[config.mk]
export PLATFORM = sky130hd
export DESIGN_NAME = cga_alu_cdw
export DESIGN_NICKNAME = d
export VERILOG_FILES = /design/src/rtl/cga_alu_pkg.sv /design/src/rtl/cga_alu_cdw_tmr.sv /design/src/rtl/cga_alu_cdw.sv
export SDC_FILE = /design/constraint.sdc
export NUM_CORES = 1
export LEC_CHECK = 0
export ABC_AREA = 1
export BUFFER_PORTS_ARGS = -buffer_cell sky130_fd_sc_hd__buf_2
export CAP_MARGIN = 30
export CORE_UTILIZATION = 30
export DETAILED_ROUTE_END_ITERATION = 10
export SYNTH_ARGS = -nofsm -noshare
export SYNTH_HDL_FRONTEND = slang
export SYNTH_SLANG_ARGS = --single-unit
[constraint.sdc]
create_clock -name ALUCLK -period 1.2 [get_ports ALUCLK]
set_input_delay 0.18 -clock ALUCLK [delete_from_list [all_inputs] [get_ports ALUCLK]]
set_output_delay 0.18 -clock ALUCLK [all_outputs]
set_load 0.05 [all_outputs]
[src/rtl/cga_alu_pkg.sv]
// Shared types and constants for the CGA ALU bus sequencers.
package cga_alu_pkg;

  localparam int unsigned DATA_W = 16;
  localparam int unsigned BYTE_W = 8;
  localparam int unsigned CNT_W  = 8;

  typedef enum logic [1:0] {
    ST_IDLE    = 2'd0,
    ST_SETUP   = 2'd1,
    ST_WAIT    = 2'd2,
    ST_RELEASE = 2'd3
  } cdw_state_e;

  // Word passes through; a byte write replicates the chosen byte into both halves.
  function automatic logic [DATA_W-1:0] cd_pack(input logic [DATA_W-1:0] alu,
                                                input logic              byte_sel,
                                                input logic              left_sel);
    logic [BYTE_W-1:0] b;
    b = left_sel ? alu[DATA_W-1:BYTE_W] : alu[BYTE_W-1:0];
    return byte_sel ? {b, b} : alu;
  endfunction

endpackage

[src/rtl/cga_alu_cdw_tmr.sv]
// Clearable saturating cycle counter with a terminal-count compare.
module cga_alu_cdw_tmr
  import cga_alu_pkg::*;
#(
  parameter logic [CNT_W-1:0] TC_VAL = '0
) (
  input  logic clk_i,
  input  logic rst_i,
  input  logic clr_i,
  input  logic en_i,
  output logic tc_c_o
);

  logic [CNT_W-1:0] cnt_q, cnt_d;

  // Clear has priority so entry into a new state always starts from zero.
  always_comb begin
    cnt_d = cnt_q;
    if (clr_i) begin
      cnt_d = '0;
    end else if (en_i && (cnt_q != '1)) begin
      cnt_d = cnt_q + CNT_W'(1);
    end
  end

  always_ff @(posedge clk_i) begin
    if (rst_i) begin
      cnt_q <= '0;
    end else begin
      cnt_q <= cnt_d;
    end
  end

  assign tc_c_o = (cnt_q == TC_VAL);

endmodule

[src/rtl/cga_alu_cdw.sv]
// CD bus write sequencer: latches an ALU result and runs the CDREQN/CDACKN
// four-phase handshake with setup timing and a timeout abort.
module cga_alu_cdw
  import cga_alu_pkg::*;
#(
  parameter int unsigned SETUP_CYCLES = 1,
  parameter int unsigned TOUT_CYCLES  = 15
) (
  input  logic              ALUCLK,
  input  logic              RESET,
  input  logic [DATA_W-1:0] ALU_15_0,
  input  logic              LDCDWN,
  input  logic              BYTE,
  input  logic              BLEFT,
  input  logic              CDACKN,
  output logic [DATA_W-1:0] CD_15_0,
  output logic              ECDN,
  output logic              CDREQN,
  output logic              BUSY,
  output logic              TOUT,
  output logic              OVR
);

  cdw_state_e        state_q, state_d;
  logic [DATA_W-1:0] cd_q, cd_d;
  logic              ecdn_q, cdreqn_q, busy_q, tout_q, ovr_q;
  logic              tout_d, ovr_d;
  logic              load_c, setup_tc_c, tout_tc_c, tout_clr_c, tout_en_c, setup_en_c;

  assign load_c     = (state_q == ST_IDLE) && !LDCDWN;
  assign setup_en_c = (state_q == ST_SETUP);
  assign tout_en_c  = (state_q == ST_WAIT) || (state_q == ST_RELEASE);
  assign tout_clr_c = (state_d != state_q) &&
                      ((state_d == ST_WAIT) || (state_d == ST_RELEASE));

  cga_alu_cdw_tmr #(
    .TC_VAL(CNT_W'(SETUP_CYCLES - 1))
  ) u_setup_tmr (
    .clk_i (ALUCLK),
    .rst_i (RESET),
    .clr_i (load_c),
    .en_i  (setup_en_c),
    .tc_c_o(setup_tc_c)
  );

  cga_alu_cdw_tmr #(
    .TC_VAL(CNT_W'(TOUT_CYCLES - 1))
  ) u_tout_tmr (
    .clk_i (ALUCLK),
    .rst_i (RESET),
    .clr_i (tout_clr_c),
    .en_i  (tout_en_c),
    .tc_c_o(tout_tc_c)
  );

  // Next state; an acknowledge in the terminal cycle beats the timeout.
  always_comb begin
    state_d = state_q;
    tout_d  = 1'b0;
    case (state_q)
      ST_IDLE: begin
        if (load_c) state_d = ST_SETUP;
      end
      ST_SETUP: begin
        if (setup_tc_c) state_d = ST_WAIT;
      end
      ST_WAIT: begin
        if (!CDACKN) begin
          state_d = ST_RELEASE;
        end else if (tout_tc_c) begin
          state_d = ST_IDLE;
          tout_d  = 1'b1;
        end
      end
      ST_RELEASE: begin
        if (CDACKN) begin
          state_d = ST_IDLE;
        end else if (tout_tc_c) begin
          state_d = ST_IDLE;
          tout_d  = 1'b1;
        end
      end
      default: state_d = ST_IDLE;
    endcase
  end

  assign cd_d  = load_c ? cd_pack(ALU_15_0, BYTE, BLEFT) : cd_q;
  assign ovr_d = ovr_q | ((state_q != ST_IDLE) && !LDCDWN);

  // Bus controls are decoded from the next state so they change with it.
  always_ff @(posedge ALUCLK) begin
    if (RESET) begin
      state_q  <= ST_IDLE;
      cd_q     <= '0;
      ecdn_q   <= 1'b1;
      cdreqn_q <= 1'b1;
      busy_q   <= 1'b0;
      tout_q   <= 1'b0;
      ovr_q    <= 1'b0;
    end else begin
      state_q  <= state_d;
      cd_q     <= cd_d;
      ecdn_q   <= (state_d == ST_IDLE);
      cdreqn_q <= (state_d != ST_WAIT);
      busy_q   <= (state_d != ST_IDLE);
      tout_q   <= tout_d;
      ovr_q    <= ovr_d;
    end
  end

  assign CD_15_0 = cd_q;
  assign ECDN    = ecdn_q;
  assign CDREQN  = cdreqn_q;
  assign BUSY    = busy_q;
  assign TOUT    = tout_q;
  assign OVR     = ovr_q;

endmodule

==> out/metrics.csv, run 1 <==
metric;value;unit
clock_sinks;39;
synth_area;0.00201;sq mm
synth_seq_cells;39;
antenna_found_initial;0;
power_density;1350;mW/mm^2
first_global_vias;2001;
drt.antenna.violating_nets;0;
p_leak;1.32;nW
start_util;0.314;
syn_nets;314;
timing.fmax;748;MHz
synth_cell_types;31;
hold_violations;0;
wl;5070;microns
worstHoldPathType;primary input to flip-flop;
path_cells;inv_2, ha_4, nor3b_4, nand3_1, nand3_2, nand2_2, or2_1;
violations;setup timing;
critPathMaxFanout;3;
row_count;29;
drtIter0Drc;91;
drc_errors;0;
hpwl;3620;microns
clock_latency;0.29;ns
grt_pass1_wl;8650;microns
htree_levels;2;
grt_max_degree;17;
clk_pin_slew;0.08;ns
multi_input_area;0.00127;sq mm
m1WireLength;2230;microns
tritoncts;built;
tightest_slew;0.310;ns
insertedDiodeCount;0;
synth_top_area_share;0.389;
overflow;0;
cts_buffer_depth;2;
syn_to_final_growth;49.0;%
relSlewSlack;0.791;
tns;-1.69;ns
critPathRequiredTime;1.38;ns
synthTopCellsByArea;dfxtp_1 (39%), a21oi_1 (10%), nand2_1 (9.0%);
regArea;802;sq um
finalCriticalPeriod;1.34;ns
synth-seq-area-share;0.389;
drive_gt1_frac;0.442;
rsz0062_at_grt;yes;
syn_inst;288;
layoutNonFillerInstCount;448;
routedWlPerCell;11.3;microns
fin_skew;0.00722;ns
nFillCells;621;
post-route-period-util;1.11;
layout_common_cells;buf_2 (42), nand2_1 (41), buf_4 (36);
postCtsHoldBufs;0;
io_buffers;42;
maxSlewViolCount;0;
die_area;0.00702;sq mm
slowest_stage;dfxtp_2;
postSynthAreaPerCell;6.96;sq um
io_pins;43;
cts_buffers;5;
die_height;83.8;microns
groute.usage.overall;0.149;
first_pass_iters;4;
viasPerCell;4.73;
fin_util;0.468;
top_layer;met4;
power;4.03;mW
crit_path_max_incr_delay;0.36;ns
vias;2118;
worstSetupPathType;flip-flop to flip-flop;
setup_ws;-0.136;ns
yosys.area.top_type;dfxtp_1;
crit_family;simple AND/OR/NAND/NOR gates;
startpoint_type;flip-flop;
worst_setup_path_end_kind;flip-flop;
mostFrequentLayoutCell;buf_2;
status;complete, but fails checks;
setup_viol;20;
yosys_warnings;0;
place_inst;433;
peakVddDrop;738;uV
arrival;1.52;ns
met3WireLength;285;microns
cts_root_buffer;clkbuf_8;
maxCapViolations;0;
fin_nets;396;
place.gp.congestion;0.860;
path_buf_inv;1;
place_ws;-0.120;ns
wl_met2;2440;microns
core;0.00639;sq mm
dieWidth;83.8;microns
==> stage by stage <==
stage / hold slack [ns] / cell area [sq um]
6_report: 0.140 / 2990
5_1_grt: 0.136 / 2990
4_1_cts: 0.121 / 2820
3_5_place_dp: 0.446 / 2580
3_3_place_gp: 0.447 / 2580
2_1_floorplan: 0.258 / 2050
==> worst paths after layout <==
path / start / end / slack (ns) / depth (start not counted)
worst max-delay path: u_setup_tmr.cnt_q[1]$_SDFFE_PP0P_ / CDREQN$_SDFF_PP1_ / -0.14 / 7
worst min-delay path: RESET / TOUT$_SDFF_PP0_ / 0.14 / 2
worst min register to register: OVR$_SDFF_PP0_ / OVR$_SDFF_PP0_ / 0.45 / 2
worst max register to register: u_setup_tmr.cnt_q[1]$_SDFFE_PP0P_ / CDREQN$_SDFF_PP1_ / -0.14 / 7
==> state kept, by name (all words and copies together), names as in the netlist <==
| signal | count |
|---|---|
| CDREQN | 1 |
| ECDN | 1 |
| BUSY | 1 |
| u_setup_tmr.cnt_q | 8 |
| CD_15_0 | 16 |
| u_tout_tmr.cnt_q | 8 |
| OVR | 1 |
| state_q | 2 |
| TOUT | 1 |
==> Yosys cell counts <==
cell type / n
o21a_1: 1
nor3_2: 2
buf_4: 1
inv_4: 2
nand2_1: 48
nor2_2: 5
a21oi_1: 41
nand2_4: 2
nor3b_1: 1
xnor2_1: 1
nor2_8: 1
o21ai_0: 22
nor3_1: 3
xor2_1: 5
or2_1: 1
nor2_4: 1
nand3b_1: 1
inv_1: 28
buf_2: 2
a211oi_1: 1
inv_2: 6
nor2_1: 35
clkinv_1: 1
nand2_2: 3
nand4_1: 3
clkbuf_1: 4
ha_1: 4
dfxtp_1: 39
o21ai_1: 11
nand3_2: 1
nand3_1: 12
==> report_power, final <==
group | internal [mW] | switching (mW)
combinational | 0.414 | 0.809
sequential | 1.41 | 0.0745
clock | 0.831 | 0.493
total | 2.66 | 1.38
==> final cells by class <==
| cell class | count | share of cell area |
|---|---|---|
| Inverter | 37 | 0.0515 |
| Timing Repair Buffer | 81 | 0.178 |
| Clock buffer | 5 | 0.0230 |
| Clock inverter | 3 | 0.0222 |
| Multi-Input combinational cell | 206 | 0.425 |
| Tap cell | 77 | 0.0322 |
| Sequential cell | 39 | 0.268 |
==> cells by family after synthesis <==
family | synth area share
AOI/OAI and AO/OA | 0.192
xor gates and xnor gates | 0.0262
adders and majority gates | 0.0250
DFF | 0.389
buffers and inverters | 0.0880
and+or+nand+nor | 0.279
==> metal layers <==
metal,vias up,track usage
met5,-,0
met4,0,0.0632
met3,11,0.0396
met2,46,0.239
met1,955,0.188
li1,1106,-
==> what timing repair did <==
| action | CTS | global route |
|---|---|---|
| gates cloned | 1 | 0 |
| endpoints found under the setup margin | 33 | 38 |
| pin swaps | 11 | 9 |
| gates resized for setup | 13 | 48 |
| setup buffers | 4 | 2 |
(Power assumes the default switching activity.)
==> run 2, diff against run 1 <==
--- a/config.mk
+++ b/config.mk
@@ -5,7 +5,6 @@
 export SDC_FILE = /design/constraint.sdc
 export NUM_CORES = 1
 export LEC_CHECK = 0
-export ABC_AREA = 1
 export BUFFER_PORTS_ARGS = -buffer_cell sky130_fd_sc_hd__buf_2
 export CAP_MARGIN = 30
 export CORE_UTILIZATION = 30
==> run 2 against run 1 <==
Net effect: the run still ends with setup timing left; cell area shrank 1.4%; synthesized area shrank 5.4%; non-clock buffer count grew 14; worst hold slack gained 0.016 ns; sequential share of layout area grew 0.079 points; critical path depth is the same; flip-flop and latch count is the same; combinational power grew 16%; final cell count shrank 15%; synthesized cell count shrank 24%; die area shrank 5.3%; critical path type unchanged; critical endpoint is now state_q[1]$_SDFF_PP0_; highest routed layer unchanged.
==> out/metrics.csv, run 2 <==
metric;value;unit
place.gp.congestion;0.779;
tns;-4.77;ns
postCtsHoldBufs;0;
io_buffers;42;
synth_top_area_share;0.412;
fin_skew;0.00502;ns
drc_errors;0;
yosys-top-cells-count;dfxtp_1 (39), nor2_1 (31), nand3_1 (17);
fin_nets;331;
routedWlPerCell;13.0;microns
cts_buffers;5;
die_area;0.00664;sq mm
first_pass_iters;4;
die_height;81.5;microns
design_area;0.00295;sq mm
arrival;1.84;ns
worst_setup_path_end_kind;flip-flop;
p_leak;1.24;nW
relSlewSlack;0.784;
wl;4970;microns
drive_gt1_frac;0.487;
maxCapViolations;0;
dieWidth;81.5;microns
rsz0062_at_grt;yes;
setup_viol;27;
hpwl;3340;microns
timing.fmax;622;MHz
mostFrequentLayoutCell;buf_2;
finalCriticalPeriod;1.61;ns
peakVddDrop;743;uV
hold_violations;0;
yosys.area.top_type;dfxtp_1;
critPathRequiredTime;1.43;ns
status;complete, but fails checks;
critPathMaxFanout;3;
synth_most_common_cell;dfxtp_1;
drt.antenna.violating_nets;0;
synth_cell_types;39;
viasPerCell;4.97;
place_ws;-0.382;ns
maxSlewViolCount;0;
grt_pass1_wl;8290;microns
overflow;0;
dpl-instance-area;0.00245;sq mm
vias;1895;
post-route-period-util;1.34;
tightest_slew;0.324;ns
htree_levels;2;
insertedDiodeCount;0;
tritoncts;built;
cts_buffer_depth;2;
yosys_warnings;0;
syn_inst;219;
postSynthAreaPerCell;8.66;sq um
synth-seq-area-share;0.412;
grt_max_degree;17;
start_util;0.315;
synth-edff-count;0;
synthTopCellsByArea;dfxtp_1 (41%), nor2_1 (6.1%), a211oi_1 (5.1%);
syn_nets;245;
power;4.07;mW
startpoint_type;flip-flop;
violations;setup timing;
syn_to_final_growth;55.3;%
ys_async_sr_fraction;0;
largest_register_ffs;16;
worstSetupPathType;flip-flop to flip-flop;
clk_pin_slew;0.08;ns
synth_seq_cells;39;
clock_sinks;39;
drtIter0Drc;87;
synth_area;0.00190;sq mm
io_pins;43;
synth_ff_type;dfxtp_1;
worstHoldPathType;primary input to flip-flop;
antenna_found_initial;0;
setup_ws;-0.409;ns
first_global_vias;1740;
layout_common_cells;buf_2 (42), buf_4 (41), dfxtp_1 (33);
core;0.00603;sq mm
power_density;1380;mW/mm^2
fin_util;0.489;
cts_root_buffer;clkbuf_8;
groute.usage.overall;0.161;
row_count;28;
clock_latency;0.29;ns
==> run 2: cell count changes after synthesis, moves of 11 or more <==
cell	before	now
o21ai_0	22	2
o21ai_1	11	0
a211oi_1	1	13
inv_1	28	7
nand2_1	48	13
a21oi_1	41	13
==> run 2: routing by layer <==
metal  vias up  share of wire  GRT usage
met5         -              0          0
met4         0          0.014     0.0536
met3         7          0.050     0.0411
met2        48           0.46      0.258
met1       871           0.47      0.210
li1        969              -          -
==> run 2: worst max-delay path, stage by stage, from the launching register on <==
cell and delay, ns:
dfxtp_2 0.33, inv_2 0.07, ha_4 0.12, or4b_4 0.47, nor4_4 0.24, buf_4 0.17
a21oi_1 0.04, a21oi_1 0.12
==> run 2: path summary, 6_finish.rpt <==
kind / startpoint / endpoint / slack, ns / depth (start not counted)
hold reg to reg: CD_15_0[13]$_SDFFE_PP0P_ / CD_15_0[13]$_SDFFE_PP0P_ / 0.49 / 2
setup / recovery: u_setup_tmr.cnt_q[0]$_SDFFE_PP0P_ / state_q[1]$_SDFF_PP0_ / -0.41 / 7
setup reg to reg: u_setup_tmr.cnt_q[0]$_SDFFE_PP0P_ / state_q[1]$_SDFF_PP0_ / -0.41 / 7
hold / removal: ALU_15_0[4] / CD_15_0[4]$_SDFFE_PP0P_ / 0.16 / 3
==> run 2: cells by family (layout without fill, tap and decap cells) <==
group / Yosys count / count (layout) / share of synthesized area
and+or+nand+nor: 91 / 91 / 0.246
AOI/OAI and AO/OA: 46 / 46 / 0.182
DFF: 39 / 39 / 0.412
buffers and inverters: 23 / 110 / 0.0541
muxes: 9 / 9 / 0.0475
xor gates and xnor gates: 7 / 7 / 0.0323
adders and majority gates: 4 / 4 / 0.0264
==> run 2: final cells by class <==
type	count	area, sq um
Tap cell	75	93.8
Fill cell	547	3080
Clock inverter	2	35.0
Clock buffer	6	82.6
Sequential cell	39	793
Timing Repair Buffer	95	722
Inverter	7	26.3
Multi-Input combinational cell	157	1190
==> run 2: stage by stage <==
stage                     hold WS (ns)  instances
final                            0.157        381
after global routing             0.166        381
after CTS                        0.148        375
after detailed placement         0.464        359
after global placement           0.460        359
after floorplan                  0.294        219
==> run 2: what timing repair did <==
item	CTS	global route
endpoints found under the hold margin	0	0
gates resized for setup	21	28
setup endpoints to repair	38	31
pin swaps	13	14
cloned	1	2
buffers inserted	7	4
==> run 2: power breakdown <==
part / internal (mW) / switching [mW] / leakage, nW / total (mW)
combinational: 0.609 / 0.810 / 0.854 / 1.42
clock: 0.673 / 0.478 / 0.0612 / 1.15
sequential: 1.42 / 0.0834 / 0.323 / 1.50
total: 2.70 / 1.37 / 1.24 / 4.07
==> run 3, diff against run 2 <==
--- a/config.mk
+++ b/config.mk
@@ -7,8 +7,9 @@
 export LEC_CHECK = 0
 export BUFFER_PORTS_ARGS = -buffer_cell sky130_fd_sc_hd__buf_2
 export CAP_MARGIN = 30
-export CORE_UTILIZATION = 30
+export CORE_UTILIZATION = 48
 export DETAILED_ROUTE_END_ITERATION = 10
+export PLACE_DENSITY = 0.75
 export SYNTH_ARGS = -nofsm -noshare
 export SYNTH_HDL_FRONTEND = slang
 export SYNTH_SLANG_ARGS = --single-unit
==> run 3 against run 2 <==
Net effect: the run still ends with setup timing left; flip-flop and latch count did not move; fmax fell by 1.7%; non-clock buffer count rose by 9; final cell count fell by 5.2%; highest routed layer unchanged.
==> out/metrics.csv, run 3 (synthesis gave the netlist of run 2 again) <==
metric;value;unit
slowest_stage;or4b_4;
critPathRequiredTime;1.43;ns
routedWlPerCell;18.0;microns
multi_input_area;0.00126;sq mm
power_density;1300;mW/mm^2
insertedDiodeCount;0;
reg2reg_slack;-0.44;ns
worstSetupPathType;flip-flop to flip-flop;
worstHoldPathType;primary input to flip-flop;
violations;setup timing;
overflow;0;
grt_pass1_wl;8220;microns
htree_levels;2;
crit_family;simple AND/OR/NAND/NOR gates;
maxSlewViolCount;0;
fin_nets;340;
peakVddDrop;863;uV
syn_to_final_growth;56.0;%
maxCapViolations;0;
finalCriticalPeriod;1.64;ns
switching_share;0.372;
io_buffers;42;
grt_max_degree;19;
io_pins;43;
design_area;0.00296;sq mm
post-route-period-util;1.36;
die_height;64.9;microns
cts_buffer_depth;2;
drt.antenna.violating_nets;0;
internal_power;2.41;mW
antenna_found_initial;0;
viasPerCell;5.90;
worst_setup_path_end_kind;flip-flop;
regArea;797;sq um
postCtsHoldBufs;0;
row_count;22;
cts_root_buffer;clkbuf_8;
place_inst;332;
tightest_slew;0.553;ns
power_frac_seq;0.396;
die_area;0.00421;sq mm
fin_skew;0.00614;ns
wl;6490;microns
clkPwrFrac;0.218;
layoutNonFillerInstCount;361;
startpoint_type;flip-flop;
dpl-instance-area;0.00241;sq mm
tritoncts;built;
p_switching;1.42;mW
hpwl;3380;microns
combPwrFrac;0.386;
groute.usage.overall;0.255;
mostFrequentLayoutCell;buf_4;
setup_viol;37;
layout_common_cells;buf_4 (45), buf_2 (42), dfxtp_1 (28);
dieWidth;64.9;microns
nFillCells;245;
crit_path_max_incr_delay;0.48;ns
p_leak;1.25;nW
relSlewSlack;0.631;
drive_gt1_frac;0.540;
place.gp.congestion;0.839;
first_pass_iters;4;
status;complete, but fails checks;
largest_register_ffs;16;
start_util;0.510;
hold-worst-slack;0.158;ns
drtIter0Drc;194;
critPathMaxFanout;3;
arrival;1.86;ns
hold_violations;0;
vias;2131;
rsz0062_at_grt;yes;
path_cells;inv_2, ha_4, or4b_4, nor4_4, buf_4, a21oi_2, a21oi_1;
first_global_vias;1875;
clk_pin_slew;0.07;ns
cts_buffers;5;
clock_latency;0.30;ns
timing.fmax;611;MHz
path_buf_inv;2;
clock_sinks;39;
drc_errors;0;
setup_ws;-0.437;ns
core;0.00372;sq mm
[run 3: cell types whose count changed in the layout (fill, tap and decap cells not counted), sizes merged]
cell | before | now
buf | 93 | 104
clkbuf | 8 | 6
bufinv | 1 | 0
clkinv | 1 | 0
[run 3: path summary, 6_finish.rpt]
path	from	to	cells past startpoint
max	u_setup_tmr.cnt_q[1]$_SDFFE_PP0P_	state_q[1]$_SDFF_PP0_	7
max reg2reg	u_setup_tmr.cnt_q[1]$_SDFFE_PP0P_	state_q[1]$_SDFF_PP0_	7
min	ALU_15_0[7]	CD_15_0[7]$_SDFFE_PP0P_	3
min reg2reg	CD_15_0[0]$_SDFFE_PP0P_	CD_15_0[0]$_SDFFE_PP0P_	2
[run 3: area by class of cell]
class | instances | area share
Timing Repair Buffer | 104 | 0.251
Tap cell | 48 | 0.0203
Multi-Input combinational cell | 157 | 0.426
Inverter | 7 | 0.00888
Clock buffer | 6 | 0.0245
Sequential cell | 39 | 0.269
[run 3: power groups by stage]
stage                     registers (mW)  logic [mW]  clock network, mW
after floorplan                     1.83       0.492                  0
after global placement              1.52        1.08                  0
after detailed placement            1.52        1.11                  0
after CTS                           1.50        1.16              0.827
after global routing                1.53        1.56              0.890
final                               1.52        1.48              0.835
[run 3: timing repair]
action | 4_1_cts | 5_1_grt
cloned | 0 | 2
setup buffers | 6 | 15
pin swaps | 16 | 23
resized for setup | 23 | 55
endpoints found under the setup margin | 37 | 35
[run 3: per-stage QoR]
stage	power, mW	utilization	setup slack, ns	TNS [ns]
global route	3.98	0.796	-0.485	-9.10
floorplan	2.32	-	-0.289	-3.22
finish	3.83	0.796	-0.437	-7.76
detailed placement	2.63	0.648	-0.369	-6.87
global placement	2.60	0.648	-0.346	-5.82
CTS	3.48	0.703	-0.351	-3.94
[run 3: worst reg2reg max path, stage by stage (launching register included)]
cell and delay (ns):
dfxtp_2 0.34, inv_2 0.07, ha_4 0.13, or4b_4 0.48, nor4_4 0.22, buf_4 0.18, a21oi_2 0.03, a21oi_1 0.11
[run 3: per-layer routing]
layer / up-vias / global-route usage / routed length [microns]
met5: - / 0 / 0
met4: 0 / 0.139 / 276
met3: 25 / 0.0581 / 355
li1: 985 / - / -
met1: 1031 / 0.303 / 2580
met2: 90 / 0.422 / 3270
